<file path="config.mk">
export PLATFORM = sky130hd
export DESIGN_NAME = wb_port_arbiter
export DESIGN_NICKNAME = d
export VERILOG_FILES = /design/src/rtl/wb_port_arbiter.sv
export SDC_FILE = /design/constraint.sdc
export NUM_CORES = 1
export LEC_CHECK = 0
export CAP_MARGIN = 20
export CORE_AREA = 2 2 68 70
export DETAILED_ROUTE_END_ITERATION = 12
export DIE_AREA = 0 0 70 72
export DONT_BUFFER_PORTS = 1
export PLACE_DENSITY = 0.76
export SLEW_MARGIN = 15
export SYNTH_ARGS = -nofsm -noshare
export SYNTH_HDL_FRONTEND = slang
export SYNTH_SLANG_ARGS = --single-unit
export TNS_END_PERCENT = 30
</file>
<file path="constraint.sdc">
create_clock -name Clk -period 2.25 [get_ports Clk]
set_input_delay 0.45 -clock Clk [delete_from_list [all_inputs] [get_ports Clk]]
set_output_delay 0.45 -clock Clk [all_outputs]
set_load 0.02 [all_outputs]
</file>
<file path="src/rtl/wb_port_arbiter.sv">
// Round-robin arbiter for the register-file write port: ALU writeback (A) vs load/link writeback (B).
// Optional WBARB_ZERO_SUPPRESS_EN: transfers to $zero are granted but never raise RegWrite.
module wb_port_arbiter #(
  parameter int DATA_W = 32,
  parameter int ADDR_W = 5
) (
  input  logic              Clk,
  input  logic              Reset_n,
  input  logic              ReqA,
  input  logic [ADDR_W-1:0] AddrA,
  input  logic [DATA_W-1:0] DataA,
  output logic              GntA,
  input  logic              ReqB,
  input  logic [ADDR_W-1:0] AddrB,
  input  logic [DATA_W-1:0] DataB,
  output logic              GntB,
  input  logic              Stall,
  output logic              Sel,
  output logic              RegWrite,
  output logic [ADDR_W-1:0] WriteAddr,
  output logic [DATA_W-1:0] WriteData,
  output logic [1:0]        state_dbg
);

  // Handshake: a requester raises Req with Addr/Data stable and holds them until it
  // sees Gnt; a transfer happens on any rising edge where Req and Gnt are both high.
  typedef enum logic [1:0] {
    IDLE   = 2'd0,
    LAST_A = 2'd1,
    LAST_B = 2'd2
  } state_t;

  state_t state, next_state;
  logic   load_a, load_b;

  always_ff @(posedge Clk or negedge Reset_n) begin
    if (!Reset_n) state <= IDLE;
    else          state <= next_state;
  end

  // Grants are gated by Reset_n so they drop immediately when reset asserts.
  always_comb begin
    GntA       = 1'b0;
    GntB       = 1'b0;
    next_state = state;
    if (Reset_n && !Stall) begin
      if (ReqA && ReqB) begin
        if (state == LAST_A) GntB = 1'b1;
        else                 GntA = 1'b1;
      end else begin
        GntA = ReqA;
        GntB = ReqB;
      end
    end
    if (GntA)      next_state = LAST_A;
    else if (GntB) next_state = LAST_B;
  end

`ifdef WBARB_ZERO_SUPPRESS_EN
  assign load_a = GntA && (AddrA != '0);
  assign load_b = GntB && (AddrB != '0);
`else
  assign load_a = GntA;
  assign load_b = GntB;
`endif

  always_ff @(posedge Clk or negedge Reset_n) begin
    if (!Reset_n) begin
      Sel       <= 1'b0;
      RegWrite  <= 1'b0;
      WriteAddr <= '0;
      WriteData <= '0;
    end else begin
      RegWrite <= load_a || load_b;
      if (load_a) begin
        Sel       <= 1'b0;
        WriteAddr <= AddrA;
        WriteData <= DataA;
      end else if (load_b) begin
        Sel       <= 1'b1;
        WriteAddr <= AddrB;
        WriteData <= DataB;
      end
    end
  end

  assign state_dbg = state;

endmodule

</file>
==> impl_summary.txt, run 1 <==
----------------------------------------------------
[Clocking]
  CTS Hold Buffers Added ... 2
  Post-CTS Repair Setup Buffers ... 0
  H-tree Lvls ... 2
  Max clock buf depth ... 2
  Post-CTS clock slew at the launch and capture registers of the worst setup and hold paths ... about 0.070 ns
  Number of sinks on the clock net ... 40
  Worst-Skew Late Latency ... around 0.28 ns
  Resized cells post-CTS ... 0
  CTS tree ... done
  Number of buffers created by CTS ... 5
  Clock tree root buffer cell ... clkbuf_8

[Final layout]
  Antenna Diode Count ... 0
  Count of non-filler cells in the finished layout ... about 280
  Leading cell type in the layout, fill and taps excluded ... dfrtp_1
  Sequential cell area in the final layout ... ~1000 um2
  Final design area excluding fillers ... 2320 um2
  Area of the multi-input gates ... 892 um2
  Number of nets in the finished design ... around 300
  Commonest non-fill, non-tap cells in the layout ... dfrtp_1 (40), inv_1 (38), o21ai_0 (38), o2111ai_1 (35), o211ai_1 (35)
  Fillers ... 394
  Area Growth Syn to Fin ... 3.81%
  Share of cells above drive strength 1 ... 0.135

[Die]
  Die Ht ... 72 um
  Die width ... around 70 um
  Area of the placeable core ... roughly 4300 um2
  Total Die Area ... roughly 5000 um2
  Starting density of the core ... 0.523
  Total I/O pin count ... 122
  Row count ... 24

[Routing]
  1st-iter DRT viols ... 99
  Detail-routed via count per cell ... slightly below 7
  DR DRC count ... 0
  First-pass iteration count of the detailed router ... 4
  Overall routed net length ... between 6000 and 7000 um
  Routed wire length per instance ... roughly 22 um
  Antenna viol nets, final ... 0
  Via count ... approximately 1900

[Logic synthesis]
  Syn_nets ... 309
  Post-synthesis average cell area ... between 9 and 10 um2
  Netlist cell types ... 22
  Sequential fraction of the synthesis area ... 0.448
  Post-synthesis register bit count ... 40
  Post-Syn Instances ... between 200 and 250
  Total standard cell area after synthesis ... roughly 2200 um2
  Yosys synthesis warning count ... 0

[Place]
  Placed wire-length estimate after detailed placement ... ~3800 um
  Standard cell area after detailed placement ... 2190 um2
  Number of input and output port buffers inserted ... 0
  Routability congestion estimate ... 0.755
  Placed cells ... around 270

[Power and ir drop]
  Power per unit of standard cell area ... around 840 nW/um2
  Total power after layout ... approximately 1.9 mW
  Leakage power summed over all cells ... slightly below 1 nW
  Worst VDD drop ... around 0.43 mV

[Run]
  Max-cap violations ... 0

[Global route]
  Antenna violations before repair ... 0
  Wire length of the first global-routing pass ... just under 10000 um
  Sum of overflow across all layers after global routing ... 0
  Number of global-route vias before repair ... roughly 1900
  Tot GR Track Use ... 0.249
  Maximum number of pins on one net before global-route repair ... 41

[STA]
  Worst slew slack as a fraction of its limit ... 0.699
  Pins over their slew limit ... 0
  Transition time at the pin with the least slew margin ... 0.452 ns
  Total Negative Setup Slacks ... 0 ns
  Crit share post-route ... 0.814
  Fmax ... between 500 and 600 MHz
  Worst hold slack after final layout ... 0.321 ns
  Max Clock Skew ... 0.00233 ns
  Setup repair after global routing missed its margin ... false
  Final hold violation count ... 0
  Total of endpoints with negative setup slack in the final report ... 0
  Final critical delay including setup and external delays ... around 1.8 ns

[Setup path]
  Crit-path cells ... buf_4, nor2b_4, o211a_1
  Worst Setup Start Kind ... flip-flop
  Critical Path End Type ... output port
  Worst EP required ... ~1.8 ns
  Arrival time at the worst endpoint ... 1.38 ns
  Cell with the largest stage delay on the worst path ... dfrtp_1
  Kind of critical path ... flip-flop to output port
  CP peak stage delay ... ~0.5 ns
  Maximum fanout encountered on the critical timing path ... 3

[Worst hold path]
  Min-delay worst type ... primary input to flip-flop

[Run status]
  Result of the run ... finished clean

----------------------------------------------------
==> sequential cells by signal, summed over array words and instances, names as in the netlist <==
name       count
WriteData     32
state_dbg      2
RegWrite       1
WriteAddr      5
==> routing by layer <==
| metal | share of wire | up-vias | track usage |
|---|---|---|---|
| li1 | - | 843 | - |
| met1 | 0.45 | 912 | 0.318 |
| met2 | 0.46 | 91 | 0.408 |
| met3 | 0.080 | 4 | 0.0889 |
| met4 | 0.0070 | 0 | 0.0577 |
| met5 | 0 | - | 0 |
==> per-stage QoR <==
| stage | utilization | worst slack, ns |
|---|---|---|
| global route | 0.543 | 0.343 |
| CTS | 0.543 | 0.409 |
| finish | 0.543 | 0.420 |
| floorplan | - | 0.691 |
| global placement | 0.515 | 0.709 |
| detailed placement | 0.515 | 0.678 |
==> synth_stat cells <==
library cell   n  area, um2
nand3_1        1       5.00
o2111ai_1     35        307
o211ai_1      35        263
o211a_1        1       10.0
inv_1         38        143
o2111ai_2      2       30.0
o211ai_2       2       25.0
nand2b_1       1       6.26
nor2_1         1       3.75
clkbuf_1       6       22.5
nor2b_4        1       13.8
nand3b_1       1       7.51
buf_6          8       90.1
nor2b_2        1       8.76
buf_2         11       55.1
nor2_2         1       6.26
o21ai_0       38        190
nand2_1        1       3.75
buf_4          4       30.0
inv_2          1       3.75
dfrtp_1       40       1000
o21a_1         1       7.51
==> worst paths after layout <==
check | cells after the start | slack, ns | end | from
max | 3 | 0.42 | GntB | state_dbg[1]
min | 2 | 0.32 | WriteData[9] | DataA[9]
max reg2reg | 5 | 0.65 | WriteData[7] | state_dbg[1]
min reg2reg | 2 | 0.69 | WriteData[29] | WriteData[29]
max in group asynchronous | 2 | 1.41 | WriteData[26] | Reset_n
min in group asynchronous | 2 | 0.63 | WriteData[25] | Reset_n
==> report_power, final <==
part	switching, mW	internal [mW]	total, mW
registers	0.268	0.853	1.12
clock network	0.238	0.245	0.483
logic	0.208	0.130	0.338
total	0.715	1.23	1.94
==> area by class of cell <==
| class | instances | share of cell area |
|---|---|---|
| multi-input combinational | 122 | 0.385 |
| timing repair buffer | 14 | 0.0518 |
| inverter | 39 | 0.0632 |
| sequential | 40 | 0.432 |
| clock inverter | 2 | 0.00432 |
| tap | 52 | 0.0281 |
| clock buffer | 6 | 0.0356 |
==> critical path, delay by kind of cell, from the launching register on <==
family	cells	cell delay [ns]
flip-flops	1	0.49
AO/OA/AOI/OAI	1	0.27
buffers and inverters	1	0.22
AND/OR/NAND/NOR	1	0.11
==> cells by family after synthesis <==
group,synth area share
and+or+nand+nor,0.0247
AOI/OAI and AO/OA,0.373
buffers and inverters,0.154
DFF,0.448
Power figures use the tool's default switching activity.
==> inputs of run 2 (changes only) <==
Settings changed: PLACE_DENSITY 0.76 to 0.79.
Clock period 2.25 ns to 1.61 ns, I/O delays scaled along.
==> run 2 against run 1 <==
  * Clock power rose by 41%
  * Global-route usage fell by 1.4 points
  * Flip-flop and latch count did not move
  * Cell area rose by 1.4%
  * Total power rose by 40%
  * Die area did not move
  * Combinational power rose by 47%
  * Cell count rose by 1.1%
  * Routed wire length fell by 6.0%
  * Register-to-register slack got worse by 0.37 ns
  * Critical path depth rose by 1
==> impl_summary.txt, run 2 (same netlist as run 1, synthesis figures left out) <==
----------------------------------------------------
[Run status]
  Result of the run ... finished clean

[Setup path]
  Crit-path cells ... nand3b_1, nand3_2, inv_1, buf_4
  Arrival time at the worst endpoint ... 1.22 ns
  Maximum fanout encountered on the critical timing path ... 9
  Critical Path End Type ... output port
  Worst Setup Start Kind ... flip-flop
  Logic depth of the worst setup path including buffers ... 4
  CP peak stage delay ... about 0.37 ns
  Worst EP required ... about 1.3 ns
  Largest delay contributor family on the critical path ... flip-flops
  Crit path buffers/inverters ... 2
  Number of cells on the worst reg-to-reg path ... 5
  Cell with the largest stage delay on the worst path ... dfrtp_1
  Kind of critical path ... flip-flop to output port

[Place]
  Standard cell area after detailed placement ... 2220 um2
  Placed wire-length estimate after detailed placement ... 3870 um
  Routability congestion estimate ... 0.777
  Number of input and output port buffers inserted ... 0

[Global route]
  Number of global-route vias before repair ... roughly 1900
  Wire length of the first global-routing pass ... 9360 um
  Sum of overflow across all layers after global routing ... 0
  Maximum number of pins on one net before global-route repair ... between 40 and 50
  Antenna violations before repair ... 0
  Tot GR Track Use ... 0.234

[Routing]
  First-pass iteration count of the detailed router ... 4
  Routed wire length per instance ... slightly above 20 um
  Via count ... about 1800
  1st-iter DRT viols ... roughly 130
  Overall routed net length ... 5640 um
  Detail-routed via count per cell ... about 6.6
  Antenna viol nets, final ... 0
  DR DRC count ... 0

[STA]
  Total of endpoints with negative setup slack in the final report ... 0
  Max Clock Skew ... between 0.004 and 0.005 ns
  Final hold violation count ... 0
  Worst slew slack as a fraction of its limit ... 0.824
  Fmax ... ~650 MHz
  Final critical delay including setup and external delays ... between 1.5 and 2 ns
  Total Negative Setup Slacks ... 0 ns
  Crit share post-route ... 0.959
  Pins over their slew limit ... 0
  Transition time at the pin with the least slew margin ... between 0.2 and 0.3 ns
  Setup repair after global routing missed its margin ... false

[Clocking]
  Post-CTS Repair Setup Buffers ... 0
  Number of sinks on the clock net ... 40
  Number of buffers created by CTS ... 5
  Max clock buf depth ... 2
  H-tree Lvls ... 2
  Worst-Skew Late Latency ... 0.28 ns
  CTS tree ... done
  Clock tree root buffer cell ... clkbuf_8
  Post-CTS clock slew at the launch and capture registers of the worst setup and hold paths ... approximately 0.070 ns

[Final layout]
  Register ranked first by flip-flop count ... WriteData
  Final design area excluding fillers ... between 2000 and 2500 um2
  Flip-flop count of the largest register, all copies and words added ... 32
  Share of cells above drive strength 1 ... 0.142
  Commonest non-fill, non-tap cells in the layout ... dfrtp_1 (40), inv_1 (38), o21ai_0 (38), o2111ai_1 (35), o211ai_1 (35)
  Fillers ... about 400
  Leading cell type in the layout, fill and taps excluded ... dfrtp_1
  Area Growth Syn to Fin ... 5.27%
  Number of nets in the finished design ... 304
  Antenna Diode Count ... 0

[Power and ir drop]
  Power per unit of standard cell area ... 1160 nW/um2
  Worst VDD drop ... around 0.65 mV
  Leakage power summed over all cells ... ~1.0 nW

[Die]
  Total Die Area ... 5040 um2
  Row count ... 24
  Area of the placeable core ... about 4300 um2
  Total I/O pin count ... about 120
  Die Ht ... 72 um
  Die width ... 70 um
  Starting density of the core ... 0.523

[Worst hold path]
  Number of cells on the worst hold path ... 2
  Min-delay worst type ... primary input to flip-flop

[Run]
  Max-cap violations ... 0

----------------------------------------------------
==> run 2: final cells by class <==
class	instances	area, um2	area share
Clock buffer	8	90.1	0.0383
Inverter	39	146	0.0623
Multi-Input combinational cell	122	905	0.385
Timing Repair Buffer	17	143	0.0607
Sequential cell	40	1000	0.426
Tap cell	52	65.1	0.0277
==> run 2: repair_timing <==
item                                   4_1_cts  5_1_grt
hold buffers                                 2        0
resized for setup                            0        2
endpoints found under the hold margin       40        0
setup endpoints to repair                    0        1
==> run 2: worst reg2reg max path, delay by kind of cell (launching register included) <==
family	cells	cell delay (ns)
AND/OR/NAND/NOR	1	0.14
AO/OA/AOI/OAI	2	0.28
flip-flops	1	0.37
buffers and inverters	2	0.46
==> run 2: path summary, 6_finish.rpt <==
kind	to	startpoint	slack [ns]
min in group asynchronous	WriteData[27]	Reset_n	0.49
hold reg to reg	WriteData[23]	WriteData[23]	0.69
setup reg to reg	WriteData[28]	state_dbg[1]	0.28
max in group asynchronous	WriteData[0]	Reset_n	0.92
hold / removal	WriteData[11]	DataA[11]	0.19
setup / recovery	GntA	state_dbg[1]	0.07
==> run 2: per-layer routing <==
layer	vias to the layer above	wire, um	track usage
met5	-	0	0
met4	0	93	0.0812
met3	9	542	0.0542
met2	106	2680	0.379
met1	881	2330	0.313
li1	850	-	-
==> run 2: per-stage QoR <==
stage / hold WS, ns / power, mW / utilization / worst slack, ns / cells
after floorplan: 0.0264 / 1.94 / - / 0.179 / 230
after global routing: 0.186 / 2.86 / 0.551 / 0.00745 / 278
after global placement: 0.0275 / 2.01 / 0.521 / 0.337 / 268
after detailed placement: 0.0277 / 2.03 / 0.521 / 0.320 / 268
final: 0.191 / 2.72 / 0.551 / 0.0656 / 278
after CTS: 0.183 / 2.75 / 0.549 / 0.0235 / 278
==> run 2: where the power goes <==
group,switching [mW],total (mW),internal [mW]
Sequential,0.352,1.54,1.19
Combinational,0.298,0.496,0.198
Clock,0.332,0.682,0.350
==> inputs of run 3 (changes only) <==
Settings changed: CORE_AREA 2 2 68 70 to 2 2 66 68, DIE_AREA 0 0 70 72 to 0 0 68 70, PLACE_DENSITY 0.79 to 0.83.
==> run 3 against run 2 <==
  * First-iteration DRC count grew 3.9%
  * Critical path depth did not move
  * Via count rose by 3.6%
  * Maximum frequency fell by 1.7%
  * Global-route usage is 2.0 points higher
  * Non-clock buffer count up 4
  * Flip-flop and latch count unchanged
  * Clock skew fell by 0.0020 ns
  * Hold slack got worse by 0.00089 ns
  * Die area shrank 5.6%
==> impl_summary.txt, run 3 (same netlist as run 1, synthesis figures left out) <==
----------------------------------------------------
[Clocking]
  Number of buffers created by CTS ... 5
  CTS tree ... done
  H-tree Lvls ... 2
  Number of sinks on the clock net ... 40
  Max clock buf depth ... 2
  Clock tree root buffer cell ... clkbuf_8
  Post-CTS clock slew at the launch and capture registers of the worst setup and hold paths ... 0.07 ns
  Worst-Skew Late Latency ... 0.28 ns

[Power and ir drop]
  Switching part of the total ... 0.361
  Internal ... around 1.8 mW
  Switching power ... 0.987 mW
  Worst VDD drop ... ~0.63 mV
  Power per unit of standard cell area ... 1150 nW/um2
  Gate power share ... 0.184
  Part of the power in the clock network ... 0.245
  Leakage power summed over all cells ... 1.01 nW
  Relative contribution of sequential cells to total power ... 0.571

[STA]
  Final hold violation count ... 0
  Setup repair after global routing missed its margin ... true
  Crit path setup slack, layout ... 0.0388 ns
  Fmax ... between 600 and 700 MHz
  Total Negative Setup Slacks ... 0 ns
  Total of endpoints with negative setup slack in the final report ... 0
  Max Clock Skew ... 0.00221 ns
  Transition time at the pin with the least slew margin ... about 0.28 ns
  Pins over their slew limit ... 0
  Crit share post-route ... 0.976
  Final critical delay including setup and external delays ... approximately 1.6 ns
  Worst slew slack as a fraction of its limit ... 0.813

[Setup path]
  Worst EP required ... ~1.3 ns
  Critical Path End Type ... output port
  Largest delay contributor family on the critical path ... flip-flops
  Worst Setup Start Kind ... flip-flop
  Crit-path cells ... nand3b_1, nand3_2, inv_2, buf_6
  Arrival time at the worst endpoint ... roughly 1.3 ns
  Cell with the largest stage delay on the worst path ... dfrtp_2
  CP peak stage delay ... 0.49 ns
  Crit path buffers/inverters ... 2
  Kind of critical path ... flip-flop to output port
  Maximum fanout encountered on the critical timing path ... 5

[Routing]
  Via count ... between 1500 and 2000
  First-pass iteration count of the detailed router ... 4
  Routed wire length per instance ... 21.0 um
  Antenna viol nets, final ... 0
  1st-iter DRT viols ... 133
  DR DRC count ... 0
  Overall routed net length ... 5910 um
  Detail-routed via count per cell ... between 6 and 7

[Final layout]
  Antenna Diode Count ... 0
  Leading cell type in the layout, fill and taps excluded ... dfrtp_1
  Share of cells above drive strength 1 ... 0.161
  Register ranked first by flip-flop count ... WriteData
  Final design area excluding fillers ... roughly 2400 um2
  Number of nets in the finished design ... around 310
  Fillers ... roughly 390
  Area Growth Syn to Fin ... 6.28%
  Flip-flop count of the largest register, all copies and words added ... 32
  Commonest non-fill, non-tap cells in the layout ... dfrtp_1 (39), o21ai_0 (38), inv_1 (37), o2111ai_1 (35), o211ai_1 (35)

[Die]
  Row count ... 24
  Total I/O pin count ... ~120
  Die width ... 68 um
  Starting density of the core ... 0.539
  Total Die Area ... 4760 um2
  Area of the placeable core ... 4140 um2
  Die Ht ... about 70 um

[Global route]
  Sum of overflow across all layers after global routing ... 0
  Wire length of the first global-routing pass ... approximately 9200 um
  Number of global-route vias before repair ... about 1900
  Tot GR Track Use ... 0.254
  Maximum number of pins on one net before global-route repair ... around 40
  Antenna violations before repair ... 0

[Place]
  Routability congestion estimate ... between 0.7 and 0.8
  Standard cell area after detailed placement ... around 2200 um2
  Number of input and output port buffers inserted ... 0
  Placed wire-length estimate after detailed placement ... around 4000 um
  Pre-CTS WS ... a little over 0.2 ns

[Run status]
  Result of the run ... finished clean

[Run]
  Max-cap violations ... 0

[Worst hold path]
  Min-delay worst type ... primary input to flip-flop

----------------------------------------------------
==> run 3: cell types whose count changed in the layout (fill, tap and decap cells not counted), sizes merged <==
cell / previous run / this run
buf: 16 / 20
==> run 3: path summary, 6_finish.rpt <==
kind                              start      endpoint  slack (ns)  depth (start not counted)
min in group asynchronous       Reset_n  WriteAddr[0]        0.51                          2
min reg2reg                state_dbg[0]  state_dbg[0]        0.59                          2
max in group asynchronous       Reset_n  state_dbg[1]        0.88                          2
max reg2reg                state_dbg[1]  WriteAddr[2]        0.17                          5
min                            DataB[1]  WriteData[1]        0.19                          2
max                        state_dbg[1]          GntA        0.04                          4
==> run 3: repair_timing <==
action,CTS,global route
resized for setup,1,2
endpoints found under the hold margin,40,0
hold buffers,2,0
buffers inserted,0,1
pin swaps,1,1
endpoints found under the setup margin,2,1
==> run 3: cell type report <==
type | count | area, um2 | share of cell area
well taps | 52 | 65.1 | 0.0274
flip-flops and latches | 40 | 1000 | 0.422
clock buffers | 8 | 90.1 | 0.0380
inverters | 39 | 146 | 0.0617
repair buffers | 21 | 176 | 0.0744
multi-input cells | 122 | 892 | 0.376
==> run 3: routing by layer <==
| layer | track usage | vias to the layer above | part of all wire |
|---|---|---|---|
| li1 | - | 860 | - |
| met1 | 0.314 | 957 | 0.41 |
| met2 | 0.421 | 88 | 0.50 |
| met3 | 0.0725 | 8 | 0.080 |
| met4 | 0.0822 | 0 | 0.015 |
| met5 | 0 | - | 0 |
==> run 3: power groups by stage <==
stage | Clock (mW) | Combinational (mW) | Sequential (mW)
floorplan | 0 | 0.396 | 1.54
global placement | 0 | 0.453 | 1.57
detailed placement | 0 | 0.475 | 1.58
CTS | 0.693 | 0.503 | 1.57
global route | 0.739 | 0.566 | 1.59
finish | 0.670 | 0.505 | 1.56
==> run 3: stage by stage <==
step	total power, mW	hold slack (ns)	cells	util
global placement	2.03	0.0274	271	0.540
floorplan	1.94	0.0264	230	-
detailed placement	2.06	0.0274	271	0.540
global route	2.89	0.174	282	0.572
CTS	2.76	0.180	281	0.570
finish	2.74	0.190	282	0.572
